`src/rtl/pc_pkg.sv`:
```
// Shared types and default sizing for the program-counter unit and its
// return-address stack.
package pc_pkg;

  typedef enum logic [2:0] {
    SEL_SEQ,
    SEL_BR,
    SEL_JMP,
    SEL_CALL,
    SEL_RET
  } pc_sel_e;

  localparam int DEF_ADDR_W    = 12;
  localparam int DEF_RAS_DEPTH = 4;

endpackage

```
`src/rtl/pc_ras.sv`:
```
// Circular return-address stack: when full, a push overwrites the oldest
// entry, so the newest DEPTH return addresses are always retained.
module pc_ras
  import pc_pkg::*;
#(
  parameter int ADDR_W = DEF_ADDR_W,
  parameter int DEPTH  = DEF_RAS_DEPTH,
  localparam int PW    = $clog2(DEPTH),
  localparam int CW    = PW + 1
) (
  input  logic              clk,
  input  logic              rst,
  input  logic              push,
  input  logic              pop,
  input  logic [ADDR_W-1:0] push_data,
  output logic [ADDR_W-1:0] top,
  output logic [CW-1:0]     count,
  output logic              full,
  output logic              empty,
  output logic              ovf_evt,
  output logic              udf_evt
);

  logic [ADDR_W-1:0] mem_reg [DEPTH];
  logic [PW-1:0]     ptr_reg, ptr_next;
  logic [CW-1:0]     count_reg, count_next;

  // ptr_reg names the next free slot; the top of stack sits just below it.
  assign top     = mem_reg[ptr_reg - PW'(1)];
  assign count   = count_reg;
  assign full    = (count_reg == CW'(DEPTH));
  assign empty   = (count_reg == '0);
  assign ovf_evt = push & full;
  assign udf_evt = pop & empty;

  always_comb begin
    ptr_next   = ptr_reg;
    count_next = count_reg;
    if (push) begin
      ptr_next = ptr_reg + PW'(1);
      if (!full) count_next = count_reg + CW'(1);
    end else if (pop && !empty) begin
      ptr_next   = ptr_reg - PW'(1);
      count_next = count_reg - CW'(1);
    end
  end

  always_ff @(posedge clk or posedge rst) begin
    if (rst) begin
      ptr_reg   <= '0;
      count_reg <= '0;
    end else begin
      ptr_reg   <= ptr_next;
      count_reg <= count_next;
    end
  end

  // Entry contents are don't-care after reset; count_reg gates validity.
  always_ff @(posedge clk) begin
    if (push) mem_reg[ptr_reg] <= push_data;
  end

endmodule

```
`src/rtl/pc_unit.sv`:
```
// Fetch-stage program counter: prioritised next-PC select (ret > call > jump
// > branch > sequential), stall hold, return-address stack and sticky errors.
module pc_unit
  import pc_pkg::*;
#(
  parameter int              ADDR_W    = DEF_ADDR_W,
  parameter int              STEP      = 1,
  parameter int              RAS_DEPTH = DEF_RAS_DEPTH,
  parameter logic [ADDR_W-1:0] RESET_PC = '0,
  localparam int             CW        = $clog2(RAS_DEPTH) + 1
) (
  input  logic              clk,
  input  logic              rst,
  input  logic              stall,
  input  logic              branch_taken,
  input  logic [ADDR_W-1:0] branch_target,
  input  logic              jump,
  input  logic              call,
  input  logic              ret,
  input  logic [ADDR_W-1:0] jump_target,
  input  logic              clr_err,
  output logic [ADDR_W-1:0] pc,
  output logic [CW-1:0]     ras_count,
  output logic              ras_full,
  output logic              ras_empty,
  output logic              ras_ovf,
  output logic              ras_udf
);

  pc_sel_e           sel;
  logic [ADDR_W-1:0] pc_reg, pc_next, pc_seq, ras_top;
  logic              ovf_reg, udf_reg;
  logic              ras_push, ras_pop, ovf_evt, udf_evt;

  assign pc_seq = pc_reg + ADDR_W'(STEP);

  always_comb begin
    sel = SEL_SEQ;
    if (ret)               sel = SEL_RET;
    else if (call)         sel = SEL_CALL;
    else if (jump)         sel = SEL_JMP;
    else if (branch_taken) sel = SEL_BR;
  end

  // Only the winning request may touch the stack; a stall blocks both.
  assign ras_push = !stall && (sel == SEL_CALL);
  assign ras_pop  = !stall && (sel == SEL_RET);

  always_comb begin
    pc_next = pc_reg;
    if (!stall) begin
      unique case (sel)
        SEL_RET:  pc_next = ras_empty ? pc_seq : ras_top;
        SEL_CALL: pc_next = jump_target;
        SEL_JMP:  pc_next = jump_target;
        SEL_BR:   pc_next = branch_target;
        default:  pc_next = pc_seq;
      endcase
    end
  end

  pc_ras #(
    .ADDR_W (ADDR_W),
    .DEPTH  (RAS_DEPTH)
  ) u_ras (
    .clk       (clk),
    .rst       (rst),
    .push      (ras_push),
    .pop       (ras_pop),
    .push_data (pc_seq),
    .top       (ras_top),
    .count     (ras_count),
    .full      (ras_full),
    .empty     (ras_empty),
    .ovf_evt   (ovf_evt),
    .udf_evt   (udf_evt)
  );

  always_ff @(posedge clk or posedge rst) begin
    if (rst) pc_reg <= RESET_PC;
    else     pc_reg <= pc_next;
  end

  // A fresh error event outranks a simultaneous clear.
  always_ff @(posedge clk or posedge rst) begin
    if (rst) begin
      ovf_reg <= 1'b0;
      udf_reg <= 1'b0;
    end else begin
      if (ovf_evt)      ovf_reg <= 1'b1;
      else if (clr_err) ovf_reg <= 1'b0;
      if (udf_evt)      udf_reg <= 1'b1;
      else if (clr_err) udf_reg <= 1'b0;
    end
  end

  assign pc      = pc_reg;
  assign ras_ovf = ovf_reg;
  assign ras_udf = udf_reg;

endmodule

```
`config.mk`:
```
export PLATFORM = sky130hd
export DESIGN_NAME = pc_unit
export DESIGN_NICKNAME = d
export VERILOG_FILES = /design/src/rtl/pc_pkg.sv /design/src/rtl/pc_ras.sv /design/src/rtl/pc_unit.sv
export SDC_FILE = /design/constraint.sdc
export NUM_CORES = 1
export LEC_CHECK = 0
export ABC_AREA = 1
export CAP_MARGIN = 5
export CORE_ASPECT_RATIO = 1.2
export CORE_UTILIZATION = 58
export CTS_BUF_LIST = sky130_fd_sc_hd__clkbuf_2 sky130_fd_sc_hd__clkbuf_4 sky130_fd_sc_hd__clkbuf_8
export DETAILED_ROUTE_END_ITERATION = 8
export PLACE_DENSITY = 0.83
export REMOVE_ABC_BUFFERS = 1
export SLEW_MARGIN = 10
export SYNTH_ARGS = -nofsm -noshare
export SYNTH_HDL_FRONTEND = slang
export SYNTH_SLANG_ARGS = --single-unit
```
`constraint.sdc`:
```
create_clock -name clk -period 3.3 [get_ports clk]
set_input_delay 0.495 -clock clk [delete_from_list [all_inputs] [get_ports clk]]
set_output_delay 0.495 -clock clk [all_outputs]
set_load 0.01 [all_outputs]
```
# [After elaboration in Yosys (flattened, before gate mapping)]
# Memory sizes are Yosys's and may differ from the RTL's.
# Cells that the tools add are included.
[totals] reg_bits=19 mem_count=1 ramBits=48 out_inout_bits=19 word_cells=46 in_bits=32
[classes] n_reduce_logical=11 n_addsub=5 n_mux=16 bitwise=2 n_eq_ne=6
[memory_table] name="u_ras.mem_reg" depth=4 width=12 read_ports=1 rd_ports_with_merged_regs=0 write_ports=1 line="pc_ras.sv:24" text="logic [ADDR_W-1:0] mem_reg [DEPTH];"
[ops] op="$pmux W12 S3" n=1
[ops] op="$add A12 B1 Y12 const B" n=1
[ops] op="$mux W12" n=1
[ops] op="$mux W3" n=4
[ops] op="$mux W2" n=4
[ops] op="$eq A3 B2 Y1 const B" n=2
[ops] op="$eq A3 B3 Y1 const B" n=2
[ops] op="$mux W1" n=6
[ops] op="$reduce_bool A2 Y1" n=3
[ops] op="$add A3 B1 Y3 const B" n=1
[ops] op="$eq A3 B1 Y1 const B" n=1
[ops] op="$logic_and A1 B1 Y1" n=3
[ops] op="$logic_not A3 Y1" n=1
[ops] op="$sub A3 B1 Y3 const B" n=1
[ops] op="$add A2 B1 Y2 const B" n=1
[ops] op="$and A1 B1 Y1" n=2
[ops] op="$logic_not A1 Y1" n=2
[ops] op="$ne A2 B2 Y1 const B" n=1
[ops] op="$reduce_and A2 Y1" n=1
[ops] op="$reduce_or A2 Y1" n=1
[ops] op="$sub A2 B1 Y2 const B" n=1

# [Depth between registers and ports, before layout]
# Gate-level depths: netlist of run 1.
[logic_depth] ltp_word=9 ltp_mapped=14 ltp_nobuf=11

# [Modules after synthesis]
# A second synthesis of run 1 with hierarchy kept.
[unflattened] cells_unflattened=398 hier_area_um2=3469.6
[by_module_without_submodules] module="pc_ras" seq_area_each_um2=1566.5 cells_each=178 area_per_inst_um2=2187.1 instances=1
[by_module_without_submodules] module="pc_unit" seq_area_each_um2=350.3 cells_each=220 area_per_inst_um2=1282.5 instances=1

# [Worst setup path after synthesis of run 1]
# Ideal clock, no wire load.
[synth_timing] path_kind="flip-flop to flip-flop" startpoint="reg u_ras.ptr_reg[0]" endpoint="mem u_ras.mem_reg[2][0] (netlist name) (enable)" setup_time_ns=0.380 n_path_buf=2 synth_period_minus_slack_ns=1.860 required_ns=2.920 path_slack_ns=1.440 path_stages_with_launch=7 t_arrival_ns=1.480 cell_sequence="dfrtp_1 buf_2 inv_2 buf_6 ha_1 inv_1 nor2_1"
[synth_rtl] item="start, declared" line="pc_ras.sv:25" text="logic [PW-1:0] ptr_reg, ptr_next;"
[synth_rtl] item="start signal, assigned" line="pc_ras.sv:53" text="ptr_reg <= ptr_next;"
[synth_rtl] item="end, declared" line="pc_ras.sv:24"
# No word-level cell before the write port.

# [Worst setup path after layout of run 1]
[layout_timing] startpoint="reg u_ras.count_reg[0] (netlist: u_ras.count[0])" endpoint="out ras_empty"
[layout_between] elab_chain_cells=1
[layout_rtl] item="start, declared" line="pc_ras.sv:26" text="logic [CW-1:0] count_reg, count_next;"
[layout_rtl] item="start signal, assigned" line="pc_ras.sv:54" text="count_reg <= count_next;"
[layout_rtl] item="$logic_not A3 Y1" line="pc_ras.sv:32" text="assign empty = (count_reg == '0);"
[layout_rtl] item="end, declared" line="pc_unit.sv:25" text="output logic ras_empty,"
# Every way passes these cells.

==> impl_results.rst, run 1 <==
.. list-table::
   :header-rows: 1

   * - Metric
     - Value
   * - Die span in x
     - about 75 um
   * - H-tree depth
     - 3
   * - Pwr dens
     - 817 mW/mm2
   * - Endpoints failing setup
     - 0
   * - Per-instance average area after synthesis
     - around 8.2 um2
   * - Cell types occupying the most area after synthesis
     - edfxtp_1 39%, nand2_1 15%, dfrtp_1 13%
   * - Number of buffers added by the clock tree synthesis step
     - 9
   * - Setup repair after global routing missed its margin
     - no
   * - Setup fix buffers added after clock tree synthesis
     - 0
   * - Run status
     - completed
   * - Floorplan die area
     - roughly 0.0067 mm2
   * - Layout Cells excl Fill
     - between 500 and 600
   * - Number of synthesized flops with an enable pin
     - 48
   * - Global-route layer with the greatest usage
     - met2
   * - Clock-pin transition on the worst setup and hold timing paths
     - ~70 ps
   * - Wire length of the first global-routing pass
     - between 10,000 and 15,000 um
   * - Wire length reported by the detailed router
     - between 8000 and 9000 um
   * - Count of vias placed by the detailed router
     - a little over 3,000
   * - Post_cts resized
     - 0
   * - Cell-by-cell trace of the critical path
     - nor2_1 -> nand2_1 -> inv_1 -> clkdlybuf4s50_1
   * - Maximum number of pins on one net before global-route repair
     - 29
   * - Critical-path maximum fanout
     - 16
   * - Number of buffers on the longest clock path
     - 2
   * - Count of synthesis-stage warnings from yosys
     - 0
   * - Worst Path Arrival
     - approximately 2100 ps
   * - Ratio of cells with drive above 1 in the final layout
     - 0.0731
   * - Most common library cell in the layout ignoring fill and taps
     - nand2_1
   * - Clock period minus final worst setup slack
     - 2570 ps
   * - Period utilisation layout
     - 0.779
   * - Met1 GRT Util
     - 0.384
   * - Fin. max-slew vios
     - 0
   * - Synth Register Bits
     - between 60 and 70
   * - Number of core rows
     - 31
   * - Global Route Usage Sum
     - 0.286
   * - Post-synth top area cell
     - edfxtp_1
   * - Maximum capacitance violations
     - 0
   * - Detail Route Antenna Nets
     - 0
   * - Top FF cell, synth
     - edfxtp_1
   * - Starting density of the core
     - 0.603
   * - TritonCTS sink count
     - 67
   * - Clock tree from TritonCTS
     - done
   * - Crit path buffers/inverters
     - 2
   * - Total congestion overflow
     - 0
   * - Share of synthesized area occupied by flip-flops and latches
     - 0.522
   * - Buffers on Ports
     - 50
   * - Share of the core filled with cells
     - 0.730
   * - Peak supply drop
     - between 0.5 and 0.6 mV
   * - First-iteration detailed-routing DRC count
     - just under 400
   * - Data required time at the worst endpoint
     - between 2000 and 3000 ps
   * - Max reg flops
     - 48
   * - Number of buffers inserted for hold repair after clock tree synthesis
     - 0
   * - Met2 capacity usage during global routing
     - 0.452
   * - Final GP Congestion
     - approximately 0.84
   * - Number of placed instances, taps included
     - about 570
   * - Element type at the critical path end
     - primary output
   * - Number of top-level pins
     - 51
   * - Leakage
     - between 2 and 2.5 nW
   * - Kind of critical path
     - reg -> out
   * - Worst Max-Slew Pin Slew
     - 786 ps
   * - Accumulated negative setup slack
     - 0 ps
   * - Delay of the slowest critical-path stage
     - between 500 and 600 ps
   * - Max Clk Rate
     - a little under 400 MHz
   * - Net count reported at finish
     - about 540
   * - Clock latency at the later pin of the worst-skew pair
     - ~340 ps
   * - Worst Setup Start Kind
     - flip-flop
   * - Hold depth
     - 2
   * - Maximum clock skew at final layout
     - between 6 and 7 ps
   * - Post-route total power
     - around 3.6 mW
   * - Final HPWL from detailed placement
     - about 6000 um
   * - Count of inserted antenna diode cells
     - 0
   * - Synthesis-to-layout area growth
     - 20.9%
   * - Family of cells with the greatest summed delay on the critical path
     - buffers and inverters
   * - FFs w/ async S/R, synth
     - 0.284
   * - Register-to-Register Path Depth
     - 12
   * - Number of stages on the worst setup path
     - 4
   * - Clock root buffer
     - clkbuf_8
   * - Vertical die dimension
     - just under 90 um
   * - Cell count after synthesis
     - 447
   * - Worst min-delay path class
     - reg -> reg
   * - Vias in the first global route
     - 2,923
   * - Number of remaining DRC errors
     - 0
   * - Tightest slew margin relative to the limit
     - 0.475
   * - Post-synthesis cell type count
     - 33
   * - Floorplan Core Area
     - roughly 0.0061 mm2
   * - Fraction of synthesized cell area taken by the top area cell type
     - 0.392
   * - Number of iterations in the first detailed-routing pass
     - 7
   * - Mean routed wirelength per cell
     - roughly 14 um
   * - DR vias/cell
     - about 5.3
   * - GR Layer Usage met3
     - 0.0586
   * - Hold violation total from the final report
     - 0
   * - CP max-delay cell
     - clkdlybuf4s50_1
   * - Initial antenna violation count
     - 0
   * - Post-synthesis instance area
     - 0.00367 mm2
   * - Leading cell types in the layout, fill and taps excluded
     - 144 x nand2_1, 57 x inv_1, 55 x nor2_1
routing by layer:
layer	routed length, um	share of wire	vias up
li1	-	-	1529
met5	0	0	-
met1	3380	0.40	1381
met3	711	0.084	19
met2	4170	0.49	177
met4	204	0.024	0
metrics by stage:
| stage | setup WS (ps) | hold WS (ps) | cell area [um2] |
|---|---|---|---|
| after global routing | 584 | 549 | 4440 |
| after floorplan | 997 | 446 | 3560 |
| after detailed placement | 862 | 521 | 4230 |
| after global placement | 940 | 516 | 4230 |
| after CTS | 730 | 531 | 4440 |
| final | 730 | 525 | 4440 |
cells in the mapped netlist, types with 3 or more instances:
| library cell | n |
|---|---|
| o21ai_0 | 27 |
| edfxtp_1 | 48 |
| a21oi_1 | 6 |
| dfrtp_1 | 19 |
| buf_2 | 7 |
| o21ai_1 | 4 |
| ha_1 | 5 |
| nand4_1 | 3 |
| xor2_1 | 5 |
| nand3_1 | 34 |
| buf_6 | 5 |
| nor2_1 | 55 |
| nand2_1 | 144 |
| inv_1 | 57 |
layout make-up:
cell class,count,area [um2]
inverters,60,235
flip-flops and latches,67,1920
well taps,82,103
clock buffers,10,131
multi-input cells,304,1410
clock inverters,6,81.3
repair buffers,59,568
fillers,446,1650
where the power goes:
part	switching (mW)	internal (mW)	leakage [nW]	total, mW
combinational	1.02	0.596	1.23	1.62
sequential	0.154	1.12	0.671	1.28
clock	0.303	0.428	0.107	0.732
cells by family (layout without fill, tap and decap cells):
family | count (synthesis) | in the layout | share of synthesized area
DFF | 67 | 67 | 0.522
xor gates and xnor gates | 5 | 5 | 0.0119
muxes | 1 | 1 | 0.00307
and+or+nand+nor | 250 | 250 | 0.285
AOI/OAI and AO/OA | 42 | 42 | 0.0610
adders and majority gates | 6 | 6 | 0.0225
buffers and inverters | 76 | 135 | 0.0950
worst paths after layout:
| kind | start | endpoint | slack, ps |
|---|---|---|---|
| hold / removal | ras_ovf | ras_ovf | 530 |
| setup reg to reg | u_ras.ptr_reg[0] | pc[6] | 1190 |
| max in group asynchronous | rst | pc[0] | 2200 |
| setup / recovery | u_ras.count[0] | ras_empty | 730 |
| hold reg to reg | ras_ovf | ras_ovf | 530 |
| min in group asynchronous | rst | u_ras.count[0] | 610 |
worst min-delay path: stages (launching register included):
cell and delay (ps):
dfrtp_1 370, inv_1 50, o21ai_0 60
Note: power is estimated with default switching activity, not from simulation.
==> run 2: changes to the inputs <==
Settings changed: CORE_UTILIZATION 58 to 51, PLACE_DENSITY 0.83 to 0.77.
Clock period 3.3 ns to 2.3 ns, I/O delays scaled along.
==> run 2 against run 1 <==
  * Final cell count is 1.9% higher
  * Sequential share of layout area is 1.0 points lower
  * Critical path type unchanged
  * Total power grew 50%
  * Largest cell class unchanged
  * Non-clock buffer count grew 6
  * Clock-buffer cell count stayed put
==> impl_results.rst, run 2 (synthesis gave the netlist of run 1 again) <==
.. list-table::
   :header-rows: 1

   * - Metric
     - Value
   * - Number of remaining DRC errors
     - 0 (unchanged)
   * - Clock tree from TritonCTS
     - done
   * - Max Clk Rate
     - roughly 480 MHz
   * - Die span in x
     - 79.5 um (+6.5%)
   * - Floorplan die area
     - 0.00755 mm2 (+13%)
   * - Data required time at the worst endpoint
     - 1960 ps (-840 ps)
   * - Setup fix buffers added after clock tree synthesis
     - 0 (unchanged)
   * - Hold violation total from the final report
     - 0 (unchanged)
   * - Number of placed instances, taps included
     - 583 (+1.9%)
   * - Final GP Congestion
     - 0.850 (+0.93%)
   * - Vias in the first global route
     - 2,961 (+1.3%)
   * - Number of top-level pins
     - 51 (unchanged)
   * - Peak supply drop
     - 0.610 mV (+20%)
   * - Buffers on Ports
     - 50 (unchanged)
   * - Vertical die dimension
     - 95.0 um (+6.5%)
   * - TritonCTS sink count
     - 67 (unchanged)
   * - Placement-stage cell area
     - 0.00428 mm2 (+1.2%)
   * - Wire length of the first global-routing pass
     - 14,200 um (+2.2%)
   * - Worst min-delay path class
     - in -> async
   * - Tightest slew margin relative to the limit
     - 0.516 (+0.0404)
   * - Floorplan Core Area
     - 0.00690 mm2 (+13%)
   * - Crit path buffers/inverters
     - 2 (unchanged)
   * - Fin. max-slew vios
     - 0 (unchanged)
   * - Clock root buffer
     - clkbuf_8
   * - Worst Max-Slew Pin Slew
     - 724 ps (-62.5 ps)
   * - Count of inserted antenna diode cells
     - 0 (unchanged)
   * - Net count reported at finish
     - 545 (+1.1%)
   * - Cell-by-cell trace of the critical path
     - nor2_1 -> nand2_1 -> inv_1 -> clkdlybuf4s50_1
   * - Delay of the slowest critical-path stage
     - 560 ps (about the same)
   * - Wire length reported by the detailed router
     - 8660 um (+2.4%)
   * - Starting density of the core
     - 0.533 (-0.0705)
   * - Clock period minus final worst setup slack
     - 2070 ps
   * - Detail Route Antenna Nets
     - 0 (unchanged)
   * - Final HPWL from detailed placement
     - 6110 um (+2.9%)
   * - Global Route Usage Sum
     - 0.254 (-0.0322)
   * - Post-route total power
     - 5.46 mW (+50%)
   * - First-iteration detailed-routing DRC count
     - 240 (-39%)
   * - Critical-path maximum fanout
     - 5 (-11)
   * - Worst Path Arrival
     - 1720 ps (-350 ps)
   * - Ratio of cells with drive above 1 in the final layout
     - 0.0859 (+0.0128)
   * - Clock-pin transition on the worst setup and hold timing paths
     - 80 ps (about the same)
   * - Layout Cells excl Fill
     - 599 (+1.9%)
   * - Number of buffers added by the clock tree synthesis step
     - 9 (unchanged)
   * - Initial antenna violation count
     - 0 (unchanged)
   * - Smallest setup slack after layout
     - 232 ps (-498 ps)
   * - Count of vias placed by the detailed router
     - 3,088 (-0.58%)
   * - Most common library cell in the layout ignoring fill and taps
     - nand2_1
   * - Leakage
     - 2.06 nW (+2.8%)
   * - Number of iterations in the first detailed-routing pass
     - 5 (-2)
   * - Leading cell types in the layout, fill and taps excluded
     - 144 x nand2_1, 57 x inv_1, 55 x nor2_1
   * - Period utilisation layout
     - 0.899
   * - Synthesis-to-layout area growth
     - 23.9%
   * - Kind of critical path
     - reg -> out
   * - Endpoints failing setup
     - 0 (unchanged)
   * - CP max-delay cell
     - clkdlybuf4s50_1
   * - Number of buffers inserted for hold repair after clock tree synthesis
     - 0 (unchanged)
   * - Finished Cell Area
     - 0.00455 mm2 (+2.4%)
   * - Total congestion overflow
     - 0 (unchanged)
   * - Accumulated negative setup slack
     - 0 ps (unchanged)
   * - Run status
     - completed
   * - Post_cts resized
     - 0 (unchanged)
   * - Maximum clock skew at final layout
     - 8.71 ps (+2.02 ps)
   * - Hold slack
     - 317 ps (-208 ps)
   * - Filler cell count
     - 550 (+23%)
   * - Worst Setup Start Kind
     - flip-flop
   * - Element type at the critical path end
     - primary output
   * - Number of core rows
     - 33 (+6.5%)
   * - Minimum setup slack after placement
     - 113 ps (-749 ps)
   * - Mean routed wirelength per cell
     - 14.5 um (+0.51%)
   * - Number of buffers on the longest clock path
     - 2 (unchanged)
   * - Maximum capacitance violations
     - 0 (unchanged)
   * - Setup repair after global routing missed its margin
     - no
   * - DR vias/cell
     - 5.16 (-2.4%)
   * - Clock latency at the later pin of the worst-skew pair
     - 340 ps (about the same)
   * - Family of cells with the greatest summed delay on the critical path
     - buffers and inverters
   * - Maximum number of pins on one net before global-route repair
     - 28 (-3.4%)
   * - Pwr dens
     - 1200 mW/mm2 (+47%)
   * - H-tree depth
     - 3 (unchanged)
   * - Share of the core filled with cells
     - 0.660 (-0.0697)
   * - Max reg flops
     - 48 (unchanged)
[run 2: changes by cell type in the layout (fill, tap and decap cells not counted)]
| cell | change |
|---|---|
| clkinv_4 | +2 |
| clkinv_2 | -2 |
| clkinvlp_4 | -1 |
| clkinv_1 | -1 |
| buf_4 | +6 |
| bufinv_16 | +2 |
[run 2: report_power, final]
group,internal [mW],switching (mW),total [mW],leakage (nW)
Clock,0.846,0.461,1.31,0.134
Sequential,1.61,0.207,1.82,0.671
Combinational,0.880,1.46,2.34,1.26
[run 2: worst paths after layout]
kind / from / endpoint / slack [ps] / depth (start not counted)
max: u_ras.count[0] / ras_empty / 230 / 4
min: rst / u_ras.ptr_reg[0] / 320 / 3
max reg2reg: u_ras.ptr_reg[1] / pc[7] / 350 / 11
min reg2reg: ras_ovf / ras_ovf / 530 / 2
max in group asynchronous: rst / pc[6] / 1760 / 3
min in group clk: ras_ovf / ras_ovf / 530 / 2
[run 2: worst min-delay path, stage by stage]
cell and delay [ps]:
clkdlybuf4s50_1 390, inv_1 50, buf_4 260
[run 2: final cells by class]
class                      instances  area (um2)  share of cell area
inverter                          60         235              0.0517
clock buffer                      10         131              0.0289
timing repair buffer              65         613               0.135
multi-input combinational        304        1410               0.309
clock inverter                     6         138              0.0302
sequential                        67        1920               0.421
tap                               87         109              0.0239
[run 2: layer usage]
| layer | part of all wire | track usage |
|---|---|---|
| met3 | 0.052 | 0.0493 |
| met4 | 0.027 | 0.123 |
| met2 | 0.48 | 0.412 |
| met1 | 0.44 | 0.323 |
| met5 | 0 | 0 |
